===== src/rtl/led_pkg.sv =====
// Shared types and defaults for the LED PWM bank and its frame arbiter.
package led_pkg;

    localparam int DEF_CHANNELS   = 8;
    localparam int DEF_LEVEL_BITS = 4;

    typedef logic [DEF_LEVEL_BITS-1:0] level_t;

    typedef enum logic {
        ST_IDLE = 1'b0,
        ST_HOLD = 1'b1
    } arb_state_e;

    // Channel j lives at bits [j*LEVEL_BITS +: LEVEL_BITS] of a packed frame.
    function automatic level_t frame_level(
        input logic [DEF_CHANNELS*DEF_LEVEL_BITS-1:0] frame,
        input int unsigned                            j
    );
        return frame[j*DEF_LEVEL_BITS +: DEF_LEVEL_BITS];
    endfunction

endpackage


===== src/rtl/led_pwm_bank.sv =====
// Free-running duty counter and registered per-channel PWM comparators.
module led_pwm_bank #(
    parameter int CHANNELS   = 8,
    parameter int LEVEL_BITS = 4
) (
    input  logic                           clk,
    input  logic                           reset,
    input  logic [CHANNELS*LEVEL_BITS-1:0] levels,
    output logic                           period_start,
    output logic                           boundary,
    output logic [CHANNELS-1:0]            led
);

    logic [LEVEL_BITS-1:0] duty_q, duty_d;
    logic [CHANNELS-1:0]   led_q, led_d;

    always_comb begin
        duty_d = duty_q + 1'b1;
        led_d  = '0;
        for (int j = 0; j < CHANNELS; j++) begin
            led_d[j] = (duty_q < levels[j*LEVEL_BITS +: LEVEL_BITS]);
        end
    end

    always_ff @(posedge clk) begin
        if (reset) begin
            duty_q <= '0;
            led_q  <= '0;
        end else begin
            duty_q <= duty_d;
            led_q  <= led_d;
        end
    end

    assign period_start = (duty_q == '0);
    // The edge leaving duty==max is the only point where the frame may change.
    assign boundary     = (duty_q == '1);
    assign led          = led_q;

endmodule


===== src/rtl/led_frame_arbiter.sv =====
// Round-robin arbiter sharing the LED PWM bank between two frame sources,
// switching frames only on PWM period boundaries.
module led_frame_arbiter
    import led_pkg::*;
#(
    parameter int CHANNELS      = DEF_CHANNELS,
    parameter int LEVEL_BITS    = DEF_LEVEL_BITS,
    parameter int DWELL_PERIODS = 64
) (
    input  logic                           oneMHzClock,
    input  logic                           reset,
    input  logic [1:0]                     req,
    input  logic [CHANNELS*LEVEL_BITS-1:0] frame0,
    input  logic [CHANNELS*LEVEL_BITS-1:0] frame1,
    output logic [1:0]                     ack,
    output logic                           grant_id,
    output logic                           busy,
    output logic                           period_start,
    output logic [CHANNELS-1:0]            LED
);

    localparam int DW = (DWELL_PERIODS > 1) ? $clog2(DWELL_PERIODS) : 1;
    localparam logic [DW-1:0] DWELL_LOAD = DW'(DWELL_PERIODS - 1);

    arb_state_e                     state_q, state_d;
    logic [DW-1:0]                  dwell_q, dwell_d;
    logic                           grant_q, grant_d;
    logic                           last_q, last_d;
    logic [1:0]                     ack_q, ack_d;
    logic [CHANNELS*LEVEL_BITS-1:0] level_q, level_d;

    logic boundary;
    logic win;
    logic arb;

    led_pwm_bank #(
        .CHANNELS  (CHANNELS),
        .LEVEL_BITS(LEVEL_BITS)
    ) u_pwm (
        .clk         (oneMHzClock),
        .reset       (reset),
        .levels      (level_q),
        .period_start(period_start),
        .boundary    (boundary),
        .led         (LED)
    );

    // Tie goes to whoever did not win last; a lone requester always wins.
    assign win = (req == 2'b11) ? ~last_q : req[1];

    always_comb begin
        state_d = state_q;
        dwell_d = dwell_q;
        grant_d = grant_q;
        last_d  = last_q;
        level_d = level_q;
        ack_d   = '0;
        arb     = 1'b0;
        if (boundary) begin
            case (state_q)
                ST_IDLE: arb = |req;
                ST_HOLD: begin
                    if (dwell_q != '0) begin
                        dwell_d = dwell_q - 1'b1;
                    end else if (|req) begin
                        arb = 1'b1;
                    end else begin
                        state_d = ST_IDLE;
                    end
                end
                default: state_d = ST_IDLE;
            endcase
        end
        if (arb) begin
            state_d    = ST_HOLD;
            grant_d    = win;
            last_d     = win;
            dwell_d    = DWELL_LOAD;
            ack_d[win] = 1'b1;
            level_d    = win ? frame1 : frame0;
        end
    end

    always_ff @(posedge oneMHzClock) begin
        if (reset) begin
            state_q <= ST_IDLE;
            dwell_q <= '0;
            grant_q <= 1'b0;
            last_q  <= 1'b1;
            ack_q   <= '0;
            level_q <= '0;
        end else begin
            state_q <= state_d;
            dwell_q <= dwell_d;
            grant_q <= grant_d;
            last_q  <= last_d;
            ack_q   <= ack_d;
            level_q <= level_d;
        end
    end

    assign ack      = ack_q;
    assign grant_id = grant_q;
    assign busy     = (state_q == ST_HOLD);

endmodule


===== config.mk =====
export PLATFORM = sky130hd
export DESIGN_NAME = led_frame_arbiter
export DESIGN_NICKNAME = d
export VERILOG_FILES = /design/src/rtl/led_pkg.sv /design/src/rtl/led_pwm_bank.sv /design/src/rtl/led_frame_arbiter.sv
export SDC_FILE = /design/constraint.sdc
export NUM_CORES = 1
export LEC_CHECK = 0
export CAP_MARGIN = 20
export CORE_MARGIN = 5
export CORE_UTILIZATION = 40
export DETAILED_ROUTE_END_ITERATION = 7
export DONT_BUFFER_PORTS = 1
export HOLD_SLACK_MARGIN = 0.12
export PLACE_DENSITY = 0.56
export SYNTH_ARGS = -nofsm -noshare
export SYNTH_HDL_FRONTEND = slang
export SYNTH_SLANG_ARGS = --single-unit

===== constraint.sdc =====
create_clock -name oneMHzClock -period 2.3 [get_ports oneMHzClock]
set_input_delay 0.345 -clock oneMHzClock [delete_from_list [all_inputs] [get_ports oneMHzClock]]
set_output_delay 0.345 -clock oneMHzClock [all_outputs]
set_load 0.02 [all_outputs]

==> metrics.md <==
| Metric | Value |
|---|---|
| Initial Util | 41.49% |
| Final wirelength | 6657 µm |
| Placeable Area | 7331 µm² |
| Clk sinks | 55 |
| Via count of the first global-routing pass | 2424 |
| Commonest non-fill, non-tap cell in the layout | dfxtp_1 |
| # rows | 31 |
| Layout cells sized above 1 | 11.64% |
| # Max-Cap Violations | 0 |
| Rel. slew slack | 65.89% |
| Die area | 9448 µm² |
| Critical path endpoint category | flop |
| Worst EP required | 2.53 ns |
| Final net count | 412 |
| CTS resizes | 0 |
| Final setup violation count | 0 |
| # IOs | 81 |
| Avg Inst Size Synth | 9.656 µm² |
| Slack of the critical path | 0.3561 ns |
| Flops & latches, synth | 55 |
| Placer Congestion | 0.7235 |
| Root buf cell | clkbuf_8 |
| CTS tree | built |
| CTS Buf Count | 5 |
| Setup slack after placement | 0.3750 ns |
| Final setup skew | 0.006901 ns |
| Mapped Area | 3042 µm² |
| Syn nets | 410 |
| Placed wire-length estimate | 4587 µm |
| Yosys cell types | 40 |
| Worst-path clk slew | 0.10 ns |
| P_leak | 1.119 nW |
| CTS H-tree depth | 2 |
| Post-route clock period utilization | 84.52% |
| RSZ-0062 raised after global routing | false |
| Area of the multi-input gates | 1702 µm² |
| Mapped Cells | 315 |
| Crit path DAT | 2.18 ns |
| Final Instance Count excl. Fillers | 417 |
| PD cells | 524.2 nW/µm² |
| Via density | 5.552 |
| Max clock buf depth | 2 |
| Critical path class | flop to flop |
| Most frequent cells in the layout | dfxtp_1 (55), a21oi_1 (35), a211oi_1 (33) |
| Ys async rst share | 0% |
| GRT overflow | 0 |
| # fillers | 708 |
| Peak supply drop | 0.2353 mV |
| Tot GR Track Use | 14.58% |
| Peak Freq | 514.4 MHz |
| Tot Pwr | 1.719 mW |
| Die Wd | 97.20 µm |
| Max-slew violation count | 0 |
| Remaining antenna violation count | 0 |
| Buffers added on ports | 0 |
| Area Growth Syn to Fin | 7.816% |
| Routed via count | 2315 |
| Highest net fanout along the worst path | 22 |
| Worst-Margin Slew | 0.5069 ns |
| Outcome | complete, no violations |
| Dpl cells | 407 |
| Inserted Diodes | 0 |
| Ys Warns | 0 |
| Final Critical Period | 1.944 ns |
| Final hold slack | 0.1412 ns |
| Startpoint types | flop |
| Drt drc | 0 |
| Register area | 1101 µm² |
| Iteration count of the initial detailed-routing pass | 4 |
| Clock latency on the worst-skew pair | 0.31 ns |
| Post-CTS Setup Bufs | 0 |
| Largest net degree at the start of global routing | 51 |
| Final setup TNS | 0 ns |
| Number of synthesized flops with an enable pin | 0 |
| Final hold violations | 0 |
| Ys flop type | dfxtp_1 |
| Cts hold-fix bufs | 2 |
| Hold WC Path Type | input port to flop |
| Sequential fraction of the synthesis area | 36.20% |
| Die H | 97.20 µm |
| First-pass GRT wire length | 11550 µm |
| WL/cell | 15.96 µm |
| 1st-iter DRT viols | 67 |
| Initial antenna violation count | 0 |
## flip-flops by register name (all words and copies together) (netlist names)
register / count
ack: 2
busy: 1
dwell_q: 6
grant_id: 1
last_q: 1
level_q: 32
u_pwm.duty_q: 4
u_pwm.led: 8
## cells in the mapped netlist, types with 3 or more instances
master    number  share of area [%]
buf_2          7                1.2
a21o_1        16                3.9
nor2_1        10                1.2
buf_6          5                1.9
ha_1          27                 11
a211oi_1      33                8.1
mux2i_1       32                 11
dfxtp_1       55                 36
a21oi_1       35                5.8
nand3_1        4               0.66
clkbuf_1       8               0.99
inv_1         31                3.8
nand2b_1       9                1.9
a211oi_2       8                3.3
nor3b_1        3               0.74
## where the power goes
group	leakage (nW)	internal, mW	switching, mW	total, mW
Clock	0.0422	0.215	0.309	0.524
Combinational	0.632	0.0997	0.101	0.201
Sequential	0.445	0.970	0.0249	0.995
Total	1.12	1.28	0.435	1.72
## worst max-delay path: stages, from the launching register on
cell and delay, ns:
dfxtp_1 0.32, inv_1 0.09, ha_1 0.24, nand2b_4 0.09, o41a_1 0.38, nor3_4 0.21, buf_4 0.32, nor3b_1 0.22
## kinds of logic after synthesis
kind of cell	share of synthesized area [%]
AND/OR/NAND/NOR	7.281
flip-flops	36.20
multiplexers	10.53
AO/OA/AOI/OAI	26.00
XOR/XNOR	0.5760
buffers and inverters	8.309
adder cells (fa/ha/maj)	11.11
## final timing paths
check	start	to	slack (ns)	depth (start not counted)
worst max-delay path	dwell_q[0]	ack[0]	0.36	7
worst min-delay path	reset	grant_id	0.14	1
worst max register to register	dwell_q[0]	ack[0]	0.36	7
worst min register to register	dwell_q[1]	dwell_q[1]	0.52	2
## through the flow
stage	area, µm²	utilization [%]
floorplan	3042	-
global placement	3168	43.22
detailed placement	3168	43.22
CTS	3279	44.73
global route	3279	44.73
finish	3279	44.73
## layer usage
layer  GRT usage [%]  share of wire (%)
met5               0                  0
met4           3.780               0.99
met3           3.661                5.0
met2           24.58                 46
met1           18.53                 48
## final cells by class
cell class                      count  share of cell area [%]
Sequential cell                    55                   33.58
Inverter                           31                   3.548
Timing Repair Buffer               17                   4.731
Clock inverter                      1                  0.1526
Multi-Input combinational cell    207                   51.89
Clock buffer                        7                   2.327
Tap cell                           99                   3.777
Power figures use the tool's default switching activity.
